## config.mk

```make
export PLATFORM = sky130hd
export DESIGN_NAME = lcd_timing_gen
export DESIGN_NICKNAME = d
export VERILOG_FILES = /design/src/rtl/lcd_timing_gen.sv
export SDC_FILE = /design/constraint.sdc
export NUM_CORES = 1
export LEC_CHECK = 0
export BUFFER_PORTS_ARGS = -buffer_cell sky130_fd_sc_hd__buf_4
export CORE_MARGIN = 2
export CORE_UTILIZATION = 25
export CTS_CLUSTER_SIZE = 8
export DETAILED_ROUTE_END_ITERATION = 12
export GPL_TIMING_DRIVEN = 0
export PLACE_DENSITY = 0.52
export SYNTH_ARGS = -nofsm -noshare
export SYNTH_HDL_FRONTEND = slang
export SYNTH_SLANG_ARGS = --single-unit
```

## constraint.sdc

```tcl
create_clock -name clk_lcd -period 2.06 [get_ports clk_lcd]
set_input_delay 0.206 -clock clk_lcd [delete_from_list [all_inputs] [get_ports clk_lcd]]
set_output_delay 0.206 -clock clk_lcd [all_outputs]
set_load 0.05 [all_outputs]
```

## src/rtl/lcd_timing_gen.sv

```systemverilog
// lcd_timing_gen: horizontal/vertical timing for a parallel-RGB LCD panel.
//
// A free-running pixel/line position is decoded into registered sync pulses,
// active-region flags, active-pixel coordinates and pipeline-aligned enables.
//
// Ports:
//   clk_lcd     in   pixel clock
//   rst_n       in   asynchronous active-low reset
//   disp_on     in   display enable request, sampled only at frame start
//   hsync_n     out  horizontal sync, active low
//   vsync_n     out  vertical sync, active low
//   flagh       out  active pixel within the line (gated by lcd_disp)
//   flagv       out  active line within the frame (gated by lcd_disp)
//   hcount_reg  out  active pixel x index, 0 outside the active pixels
//   Vcount_reg  out  active line y index, 0 outside the active lines
//   rgb_en      out  (flagh & flagv) delayed one clock
//   lcd_de      out  (flagh & flagv) delayed PIPE clocks
//   lcd_disp    out  panel display-on pin
//   frame_start out  one-clock pulse on the cycle presenting line 0, pixel 0
module lcd_timing_gen #(
  parameter int unsigned H_PULSE  = 41,
  parameter int unsigned H_BP     = 2,
  parameter int unsigned H_ACTIVE = 480,
  parameter int unsigned H_FP     = 2,
  parameter int unsigned V_PULSE  = 10,
  parameter int unsigned V_BP     = 2,
  parameter int unsigned V_ACTIVE = 272,
  parameter int unsigned V_FP     = 2,
  parameter int unsigned PIPE     = 2
) (
  input  logic       clk_lcd,
  input  logic       rst_n,
  input  logic       disp_on,
  output logic       hsync_n,
  output logic       vsync_n,
  output logic       flagh,
  output logic       flagv,
  output logic [9:0] hcount_reg,
  output logic [8:0] Vcount_reg,
  output logic       rgb_en,
  output logic       lcd_de,
  output logic       lcd_disp,
  output logic       frame_start
);

  localparam int unsigned HW = 10;
  localparam int unsigned VW = 9;

  localparam int unsigned H_TOTAL = H_PULSE + H_BP + H_ACTIVE + H_FP;
  localparam int unsigned V_TOTAL = V_PULSE + V_BP + V_ACTIVE + V_FP;

  // Decode boundaries as inclusive limits so a full-width total never overflows.
  localparam logic [HW-1:0] H_LAST      = HW'(H_TOTAL - 1);
  localparam logic [HW-1:0] H_SYNC_LAST = HW'(H_PULSE - 1);
  localparam logic [HW-1:0] H_ACT_FIRST = HW'(H_PULSE + H_BP);
  localparam logic [HW-1:0] H_ACT_LAST  = HW'(H_PULSE + H_BP + H_ACTIVE - 1);

  localparam logic [VW-1:0] V_LAST      = VW'(V_TOTAL - 1);
  localparam logic [VW-1:0] V_SYNC_LAST = VW'(V_PULSE - 1);
  localparam logic [VW-1:0] V_ACT_FIRST = VW'(V_PULSE + V_BP);
  localparam logic [VW-1:0] V_ACT_LAST  = VW'(V_PULSE + V_BP + V_ACTIVE - 1);

  // Position that the next clock edge presents on the registered outputs.
  logic [HW-1:0] pos_h;
  logic [VW-1:0] pos_l;

  logic [PIPE-1:0] de_pipe;

  logic h_sync_c;
  logic v_sync_c;
  logic h_act_c;
  logic v_act_c;
  logic frame_top_c;
  logic line_wrap_c;
  logic disp_c;

  // Decode of the upcoming position; registered below.
  always_comb begin
    h_sync_c    = (pos_h <= H_SYNC_LAST);
    v_sync_c    = (pos_l <= V_SYNC_LAST);
    h_act_c     = (pos_h >= H_ACT_FIRST) && (pos_h <= H_ACT_LAST);
    v_act_c     = (pos_l >= V_ACT_FIRST) && (pos_l <= V_ACT_LAST);
    frame_top_c = (pos_h == '0) && (pos_l == '0);
    line_wrap_c = (pos_h == H_LAST);
    // disp_on is only honoured on the edge that presents the frame origin.
    disp_c      = frame_top_c ? disp_on : lcd_disp;
  end

  // Position counters.
  always_ff @(posedge clk_lcd or negedge rst_n) begin
    if (!rst_n) begin
      pos_h <= '0;
      pos_l <= '0;
    end else begin
      if (line_wrap_c) begin
        pos_h <= '0;
        pos_l <= (pos_l == V_LAST) ? '0 : pos_l + VW'(1);
      end else begin
        pos_h <= pos_h + HW'(1);
      end
    end
  end

  // Registered sync, flag, coordinate and frame outputs.
  always_ff @(posedge clk_lcd or negedge rst_n) begin
    if (!rst_n) begin
      hsync_n     <= 1'b1;
      vsync_n     <= 1'b1;
      flagh       <= 1'b0;
      flagv       <= 1'b0;
      hcount_reg  <= '0;
      Vcount_reg  <= '0;
      lcd_disp    <= 1'b0;
      frame_start <= 1'b0;
    end else begin
      hsync_n     <= ~h_sync_c;
      vsync_n     <= ~v_sync_c;
      flagh       <= h_act_c & disp_c;
      flagv       <= v_act_c & disp_c;
      hcount_reg  <= (h_act_c && disp_c) ? (pos_h - H_ACT_FIRST) : '0;
      Vcount_reg  <= (v_act_c && disp_c) ? (pos_l - V_ACT_FIRST) : '0;
      lcd_disp    <= disp_c;
      frame_start <= frame_top_c;
    end
  end

  // Enable delay line: rgb_en is one clock behind the active flags, lcd_de PIPE clocks.
  always_ff @(posedge clk_lcd or negedge rst_n) begin
    if (!rst_n) begin
      rgb_en  <= 1'b0;
      de_pipe <= '0;
    end else if (!disp_c) begin
      rgb_en  <= 1'b0;
      de_pipe <= '0;
    end else begin
      rgb_en     <= flagh & flagv;
      de_pipe[0] <= flagh & flagv;
      for (int i = 1; i < PIPE; i++) begin
        de_pipe[i] <= de_pipe[i-1];
      end
    end
  end

  assign lcd_de = de_pipe[PIPE-1];

endmodule

```

==> results.md, run 1 <==
- Slew HR: approximately three fifths
- Max clock buf depth: 2
- Most frequent cells in the layout: dfrtp_1 (44), buf_4 (32), nor3_1 (15)
- Number of global-route vias before repair: roughly 1700
- Sequential share of the synthesized area: between 40% and 50%
- Clk sinks: 46
- Site Rows: 35
- CP endpoint kind: flop
- Setup WS pre-CTS: -0.0462 ns
- Fmax: between 0.5 and 0.6 GHz
- Overall routing resource usage: under 10%
- Mapped Avg Cell Area: around 11 um2
- Crit path launch type: flop
- Total CTS buffers: 5
- Die Span Y: between 100 and 150 um
- Maximum VDD drop: around 0.24 mV
- # setup viols final: 0
- Routed Antenna Nets: 0
- Diode count: 0
- I/O Buffers: 29
- Largest net degree at the start of global routing: 47
- Syn Nets: ~230
- First-pass GRT wire length: about 8200 um
- Initial DRC Count: 55
- Share of synthesized flip-flops with an asynchronous set or reset: between 90% and 100%
- Worst slew pin tran: approximately 0.57 ns
- Fillers: approximately 1000
- Seq pwr share: between 50% and 60%
- Clk Latency, worst-skew pair: ~0.3 ns
- Design area: around 3000 um2
- Share of cells above drive strength 1: between 20 and 30%
- HPWL Detailed: 3450 um
- Worst r2r path cells: 7
- Clock skew: ~0.0067 ns
- Synth Cell Area: 2430 um2
- Number of max-cap violations: 0
- Vias/cell: ~4.4
- Final nets: 270
- Core area: around 9300 um2
- Gate power share: ~3.7%
- Cell Int Power: 1.19 mW
- Post-route DRC: 0
- Post-synth EDFFs: 0
- Wirelength per Cell: approximately 13 um
- R2R Setup Slk: 0.09 ns
- DRT Wirelength: between 4000 and 5000 um
- Initial antenna violation count: 0
- Placed cell area: between 2000 and 3000 um2
- Most common cell after layout, fill and taps aside: dfrtp_1
- Final Hold Fails: 0
- Clock power frac: 37.2%
- Fin. max-slew vios: 0
- Distinct cells, synth: 48
- Switch share: 22.6%
- Total die area: approximately 11000 um2
- Vias: about 1700
- Initial Util: a little over a quarter
- Crit path max fanout: 10
- Grt total ovfl: 0
- Post-Synthesis Cells: 221
- Die Width: ~100 um
- Layout Area Growth over Synthesis: 21.6%
- LEAKAGE: about 1.3 nW
- Arr. time, crit path: about 2.2 ns
- Critical path data required time: between 2 and 2.5 ns
- Fin crit period: around 2.0 ns
- Final Cycle Share: 95.9%
- FF+latch count, synth: 46
- Reg clk slew, reported paths: roughly 0.090 ns
- Synth warn: 0
- I/O pins: 30
- CTS root buf: clkbuf_8
- Net switching power: 0.348 mW
- WS Path Type: reg2reg
- Post-synth top flop: dfrtp_1
- CTS tree: built
- RSZ-0062 raised after global routing: yes
- Final Util: a little under a third
- H-tree level count: 2
- DRT Pass-1 Iters: 4
- Hold path depth: 3
- GP Congestion: approximately 0.84
- Pwr/cell area: ~520 nW/um2
- Outcome: finished, final reports clean
- Final WS setup: between 0.08 and 0.09 ns
- Worst hold path class: in2reg
[synth_stat cells (all sizes together) (3+ instances only)]
library cell  instances  area share, %
nor3                 16            3.5
nand3                 8            1.9
xnor2                13            4.7
ha                    8            4.1
o22ai                 3            1.6
nand2                11            1.7
and2                  4            1.0
buf                  13            4.2
a21oi                 7            1.4
o21ai                 8            1.6
xor2                  9            3.2
mux2i                 3            1.2
nand4                 6            1.8
inv                  12            1.9
a211oi               12            4.9
and4                  3            1.1
dfrtp                44             45
nor4                  3           0.77
nor2                 11            2.0
[worst max-delay path, cell delays in order (launching register included)]
cell      delay [ns]
dfrtp_1         0.48
inv_1           0.15
ha_1            0.17
nor4b_2         0.26
nand4_2         0.24
o31ai_4         0.30
buf_6           0.19
a211oi_2        0.08
[layer usage]
layer	GRT usage, %	vias up	wire length [um]
met1	13.2	814	2440
met2	15.5	40	2300
met4	4.00	0	36
met5	0	-	0
met3	1.36	3	184
li1	-	854	-
[worst paths after layout]
kind / startpoint / endpoint
worst max-delay path: pos_l[2] / hcount_reg[7]
worst min-delay path: disp_on / hcount_reg[1]
worst max register to register: pos_l[2] / hcount_reg[7]
worst min register to register: flagv / de_pipe[0]
max in group asynchronous: rst_n / pos_h[1]
min in group asynchronous: rst_n / pos_l[5]
[kinds of logic (layout without fill, tap and decap cells)]
| logic type | after synthesis | in the layout | share of synthesized area (%) |
|---|---|---|---|
| simple gates | 71 | 71 | 17.2 |
| flops | 46 | 46 | 47.5 |
| compound gates | 44 | 44 | 15.6 |
| buf+inv | 27 | 66 | 6.34 |
| xor+xnor | 22 | 22 | 7.94 |
| fa+ha+maj | 8 | 8 | 4.12 |
| mux | 3 | 3 | 1.24 |
[power groups by stage]
stage | registers, mW | logic (mW) | clock network (mW)
after CTS | 0.910 | 0.0582 | 0.605
after global routing | 0.911 | 0.0628 | 0.624
after floorplan | 0.942 | 0.0116 | 0
after global placement | 0.928 | 0.0565 | 0
after detailed placement | 0.928 | 0.0565 | 0
final | 0.910 | 0.0567 | 0.573
[per-stage QoR]
stage / power [mW] / TNS [ns] / instances / hold WS, ns
floorplan: 0.953 / 0 / 221 / -0.0896
global placement: 0.984 / -0.534 / 379 / 0.257
detailed placement: 0.984 / -0.630 / 379 / 0.258
CTS: 1.57 / 0 / 388 / 0.240
global route: 1.60 / -0.00797 / 389 / 0.256
finish: 1.54 / 0 / 389 / 0.246
[what timing repair did]
action / in CTS / in global routing
pin swaps: 0 / 1
endpoints found under the hold margin: 44 / 0
setup endpoints to repair: 22 / 20
hold buffers: 1 / 0
buffers inserted: 0 / 1
resized for setup: 3 / 7
[cell type report]
class	count	area [um2]	share of cell area, %
clock buffer	6	82.6	2.80
inverter	12	45.0	1.53
clock inverter	2	12.5	0.424
tap	129	161	5.47
multi-input combinational	148	1150	39.0
sequential	46	1150	39.1
buffer	15	110	3.73
timing repair buffer	31	235	7.97
No activity file was read; power rests on OpenSTA's default activity.
==> run 2: changes to the inputs <==
--- a/config.mk
+++ b/config.mk
@@ -7,11 +7,12 @@
 export LEC_CHECK = 0
 export BUFFER_PORTS_ARGS = -buffer_cell sky130_fd_sc_hd__buf_4
 export CORE_MARGIN = 2
-export CORE_UTILIZATION = 25
+export CORE_UTILIZATION = 57
 export CTS_CLUSTER_SIZE = 8
 export DETAILED_ROUTE_END_ITERATION = 12
 export GPL_TIMING_DRIVEN = 0
-export PLACE_DENSITY = 0.52
+export PLACE_DENSITY = 0.9
 export SYNTH_ARGS = -nofsm -noshare
 export SYNTH_HDL_FRONTEND = slang
 export SYNTH_SLANG_ARGS = --single-unit
+export TNS_END_PERCENT = 1
==> run 2 against run 1 <==
Compared with the run above: clock skew grew 0.0043 ns; sequential cell count unchanged; register-to-register slack about the same; total power grew 7.3%; hold slack is essentially flat; non-clock buffer count rose by 2; global-route usage up 12 points; critical path type unchanged; critical endpoint is now hcount_reg[3]; highest routed layer unchanged.
==> results.md, run 2 (synthesis results as in run 1) <==
- Outcome: finished, final reports clean
- Final Util: between 70% and 80%
- Setup WS pre-CTS: -0.0812 ns
- CP max stage delay: approximately 0.46 ns
- Vias: roughly 1800
- Diode count: 0
- # setup viols final: 0
- Clock skew: between 0.01 and 0.015 ns
- Grt total ovfl: 0
- R2R Setup Slk: just over 0.09 ns
- Pwr Total: between 1.5 and 2 mW
- CP Cell Sequence: inv_1 > ha_1 > nor3b_4 > nand4_2 > o31ai_4 > buf_6 > a211oi_2
- Final nets: around 270
- Arr. time, crit path: 2.15 ns
- Final Hold Fails: 0
- Cell Int Power: 1.32 mW
- HPWL Detailed: approximately 3200 um
- Final Cycle Share: between 90% and 100%
- Fmax: about 0.51 GHz
- Clock power frac: 41.5%
- Die Width: a little under 70 um
- Maximum VDD drop: 0.321 mV
- Routed Antenna Nets: 0
- Fin crit period: 1.97 ns
- Die Span Y: around 69 um
- Fin. max-slew vios: 0
- Clk Latency, worst-skew pair: roughly 0.3 ns
- Number of max-cap violations: 0
- Total die area: around 4800 um2
- DRT Pass-1 Iters: 4
- Worst hold path class: in2reg
- Slowest-stage cell, CP: dfrtp_2
- Slew HR: a little over three fifths
- I/O Buffers: 29
- Critical path data required time: approximately 2.3 ns
- Crit path max fanout: 10
- CTS root buf: clkbuf_8
- H-tree level count: 2
- Post-route DRC: 0
- Multi-input gate area: roughly 1200 um2
- Share of cells above drive strength 1: between 30 and 40%
- Initial antenna violation count: 0
- CP endpoint kind: flop
- Seq pwr share: 55.1%
- CP delay by family, top: simple AND/OR/NAND/NOR gates
- GP Congestion: between 0.9 and 1
- Worst slew pin tran: approximately 0.56 ns
- DRT Wirelength: 4930 um
- Fillers: between 200 and 300
- WS Path Type: reg2reg
- Core area: between 4000 and 5000 um2
- Largest net degree at the start of global routing: 47
- CTS tree: built
- Crit path launch type: flop
- First-pass GRT wire length: roughly 8300 um
- Site Rows: 23
- Total CTS buffers: 5
- Gate power share: between 3 and 4%
- Reg clk slew, reported paths: 0.09 ns
- Overall routing resource usage: roughly a fifth
- Most frequent cells in the layout: dfrtp_1 (41), buf_4 (34), nor3_1 (14)
- Final WS setup: 0.0916 ns
- Clk sinks: between 40 and 50
- Number of global-route vias before repair: between 1500 and 2000
- Vias/cell: a little under 6
- I/O pins: 30
- Max clock buf depth: 2
- Switch share: about a fifth
- Initial DRC Count: roughly 130
- Buf+Inv Stages, Crit Path: 2
- Most common cell after layout, fill and taps aside: dfrtp_1
- Wirelength per Cell: between 15 and 20 um
- LEAKAGE: about 1.4 nW
- Initial Util: between 50% and 60%
- Pwr/cell area: around 570 nW/um2
- Register Area: about 1200 um2
- Layout Area Growth over Synthesis: 19.4%
- Net switching power: between 0.3 and 0.4 mW
## run 2: cell types whose count changed in the layout (fill, tap and decap cells not counted), sizes merged
cell      before  now
buf           44   46
clkinv         1    0
clkbuf         7    8
clkinvlp       1    0
bufinv         0    1
## run 2: worst paths after layout
path	start	cells past startpoint	end
setup / recovery	pos_h[0]	7	hcount_reg[3]
hold / removal	disp_on	3	hcount_reg[9]
setup reg to reg	pos_h[0]	7	hcount_reg[3]
hold reg to reg	flagv	2	de_pipe[0]
max in group asynchronous	rst_n	2	pos_l[2]
min in group asynchronous	rst_n	2	pos_h[3]
## run 2: metrics by stage
step                TNS (ns)  area [um2]  hold slack (ns)  instances
global placement           0        2710            0.227        300
detailed placement    -0.706        2710            0.237        300
global route          -0.328        2900            0.256        312
CTS                        0        2850            0.242        309
floorplan                  0        2430          -0.0896        221
finish                     0        2900            0.246        312
## run 2: metal layers
metal	up-vias	share of wire (%)	track usage [%]
li1	859	-	-
met3	8	5.3	3.92
met1	883	43	28.5
met4	0	1.7	7.19
met2	59	50	34.8
met5	-	0	0
## run 2: repair_timing
| item | in CTS | in global routing |
|---|---|---|
| endpoints found under the hold margin | 44 | 0 |
| hold buffers | 1 | 0 |
| resized for setup | 3 | 10 |
| cloned | 0 | 0 |
| endpoints found under the setup margin | 21 | 17 |
| pin swaps | 0 | 2 |
| setup buffers | 0 | 3 |
## run 2: area by class of cell
type | count | area share [%]
clock buffers | 7 | 2.98
repair buffers | 33 | 8.64
flip-flops and latches | 46 | 39.9
plain buffers | 15 | 3.80
multi-input cells | 148 | 39.9
well taps | 50 | 2.16
clock inverters | 1 | 1.04
inverters | 12 | 1.55
## run 2: power groups by stage
stage / Clock (mW) / Combinational [mW] / Sequential, mW
after floorplan: 0 / 0.0116 / 0.942
after global placement: 0 / 0.0541 / 0.927
after detailed placement: 0 / 0.0553 / 0.928
after CTS: 0.695 / 0.0570 / 0.910
after global routing: 0.739 / 0.0629 / 0.911
final: 0.685 / 0.0572 / 0.910
## run 2: worst reg2reg max path, stage by stage (launching register included)
cell	delay (ns)
dfrtp_2	0.46
inv_1	0.08
ha_1	0.17
nor3b_4	0.30
nand4_2	0.20
o31ai_4	0.35
buf_6	0.20
a211oi_2	0.08
==> run 3: changes to the inputs <==
--- a/config.mk
+++ b/config.mk
@@ -5,6 +5,7 @@
 export SDC_FILE = /design/constraint.sdc
 export NUM_CORES = 1
 export LEC_CHECK = 0
+export ABC_AREA = 1
 export BUFFER_PORTS_ARGS = -buffer_cell sky130_fd_sc_hd__buf_4
 export CORE_MARGIN = 2
 export CORE_UTILIZATION = 57
==> run 3 against run 2 <==
Compared with the run above: routed wire length shrank 4.3%; area after synthesis increased by 0.10%; final area down 1.2%; sequential cell count stayed put; clock power grew 20%; cell count is 19% higher; core utilization decreased by 0.86 points; clock-buffer cell count down 1; sequential power is essentially flat; largest cell class unchanged.
==> results.md, run 3 <==
- Outcome: finished, final reports clean
- Wirelength per Cell: 12.7 um
- Vias: ~1900
- Overall routing resource usage: a little over a fifth
- Synth warn: 0
- Number of max-cap violations: 0
- Complex-gate fraction of the synthesized area: between 4 and 5%
- DRT Wirelength: approximately 4700 um
- Reg clk slew, reported paths: ~0.080 ns
- Final Hold Fails: 0
- Adder-cell share of the synthesized area: under 10%
- Maximum VDD drop: approximately 0.25 mV
- Post-Synthesis Cells: approximately 280
- Total CTS buffers: 5
- Die Width: between 60 and 70 um
- Total die area: 4800 um2
- Most common cell after layout, fill and taps aside: nand2_1
- Routed Antenna Nets: 0
- Fin. max-slew vios: 0
- Crit path max fanout: 10
- Met1 wire length: 2110 um
- I/O pins: 30
- Die Span Y: approximately 69 um
- Postcts setup bufs: 0
- Hold-fix buffer count after cts: 1
- Pwr Total: 1.79 mW
- Synth Cell Area: approximately 2400 um2
- Fillers: about 290
- Worst slew pin tran: approximately 0.56 ns
- First-pass GRT wire length: ~8300 um
- FF+latch count, synth: 46
- Worst hold path class: in2reg
- LEAKAGE: between 1.5 and 2 nW
- Grt total ovfl: 0
- RSZ-0062 raised after global routing: no
- Share of cells above drive strength 1: approximately 25%
- WS Path Type: reg2reg
- Design area: 2860 um2
- Arr. time, crit path: a little under 2 ns
- Yosys top cell area share: around 45%
- Post-synthesis mux area share: 0%
- Distinct cells, synth: 27
- WL met2: 2200 um
- Layout Area Growth over Synthesis: 17.8%
- DRT Pass-1 Iters: 4
- GP Congestion: 0.864
- H-tree level count: 2
- Mapped Avg Cell Area: ~8.6 um2
- Synth Area in Simple Gates: roughly 31%
- Largest family of logic cells by synthesized area: simple AND/OR/NAND/NOR gates
- Post-synth top area cell: dfrtp_1
- CP endpoint kind: flop
- Number of global-route vias before repair: around 1900
- Final Cycle Share: 84.4%
- Max clock buf depth: 2
- Placed cell area: 2710 um2
- Pwr/cell area: about 620 nW/um2
- Clock skew: 0.00580 ns
- Post-synth top cells: nand2_1 (53), dfrtp_1 (44), inv_1 (38), nor2_1 (36), nand3_1 (19)
- Most frequent cell after synthesis: nand2_1
- HPWL Detailed: 3290 um
- Site Rows: 23
- Post-synth EDFFs: 0
- Fin crit period: 1.74 ns
- Setup TNS: 0 ns
- Initial Util: about three fifths
- Met3 WL: 317 um
- Post-synth top flop: dfrtp_1
- Core area: between 4000 and 5000 um2
- Initial antenna violation count: 0
- Cts repair resizes: 0
- Max Used Layer: met4
- Critical path data required time: 2.25 ns
- Final nets: 332
- I/O Buffers: 29
- CTS root buf: clkbuf_8
- CTS tree: built
- Crit path launch type: flop
- Largest net degree at the start of global routing: 47
- Slew HR: 62.7%
- Share of synthesized flip-flops with an asynchronous set or reset: 100%
- Initial DRC Count: 140
- Sequential share of the synthesized area: a little under half
- Syn Nets: 295
- Clk Latency, worst-skew pair: approximately 0.30 ns
- # setup viols final: 0
- Vias/cell: a little over 5
- Top cells by area, synth: dfrtp_1 (45%), nand2_1 (8.2%), inv_1 (5.9%), nor2_1 (5.6%), xor2_1 (5.0%)
- Clk sinks: 46
- Most frequent cells in the layout: nand2_1 (53), dfrtp_1 (44), inv_1 (38)
- Diode count: 0
- Fmax: 0.575 GHz
- Worst hold slack: between 0.2 and 0.25 ns
- XOR/XNOR Fraction of Synth Area: 5.05%
- Post-route DRC: 0
[run 3: changes by cell type after synthesis, sizes merged, moves of 12 or more]
cell,previous run,this run
a211oi,12,0
inv,12,43
nand2,11,59
nand3,8,22
nor2,11,54
nor3,16,3
xnor2,13,0
[run 3: path summary, 6_finish.rpt]
path                       slack (ns)     start             to  depth (start not counted)
max reg2reg                      0.32  pos_l[0]  hcount_reg[0]                         12
min in group asynchronous        0.44     rst_n       pos_l[5]                          2
max                              0.32  pos_l[0]  hcount_reg[0]                         12
min                              0.22   disp_on       lcd_disp                          3
min reg2reg                      0.50     flagv     de_pipe[0]                          2
max in group asynchronous        1.24     rst_n        vsync_n                          2
[run 3: power breakdown]
part           switching [mW]  internal (mW)  leakage [nW]
Sequential            0.00174          0.906         0.612
Combinational          0.0429         0.0139         0.840
Clock                   0.303          0.517        0.0714
[run 3: metal layers]
metal	up-vias	global-route usage, %
li1	955	-
met1	896	28.1
met2	72	33.9
met3	11	4.80
met4	0	7.84
met5	-	0
[run 3: kinds of logic (layout without fill, tap and decap cells)]
| logic type | after synthesis | in the layout |
|---|---|---|
| AO/OA/AOI/OAI | 19 | 19 |
| XOR/XNOR | 14 | 14 |
| adder cells (fa/ha/maj) | 8 | 8 |
| buffers and inverters | 49 | 87 |
| flip-flops | 46 | 46 |
| AND/OR/NAND/NOR | 148 | 148 |
[run 3: through the flow]
step / utilization, % / instances / setup WS (ns)
after floorplan: - / 284 / 0.482
after global placement: 66.8 / 363 / 0.375
after detailed placement: 66.8 / 363 / 0.326
after CTS: 70.6 / 372 / 0.311
after global routing: 70.6 / 372 / 0.159
final: 70.6 / 372 / 0.320
[run 3: cell type report]
class | count | area, um2 | area share (%)
buffer | 6 | 48.8 | 1.70
clock buffer | 6 | 82.6 | 2.88
clock inverter | 2 | 60.1 | 2.10
inverter | 43 | 161 | 5.64
multi-input combinational | 189 | 1070 | 37.2
sequential | 46 | 1150 | 40.3
tap | 50 | 62.6 | 2.19
timing repair buffer | 30 | 228 | 7.95
[run 3: critical path, cell delays in order, from the launching register on]
cell     delay, ns
dfrtp_1       0.44
inv_1         0.16
ha_1          0.21
nand2_1       0.06
inv_1         0.06
nand2_1       0.06
nor2_2        0.11
nand2_1       0.09
nand2_2       0.08
nand2_4       0.07
nand3_4       0.06
buf_6         0.17
nor2_2        0.04
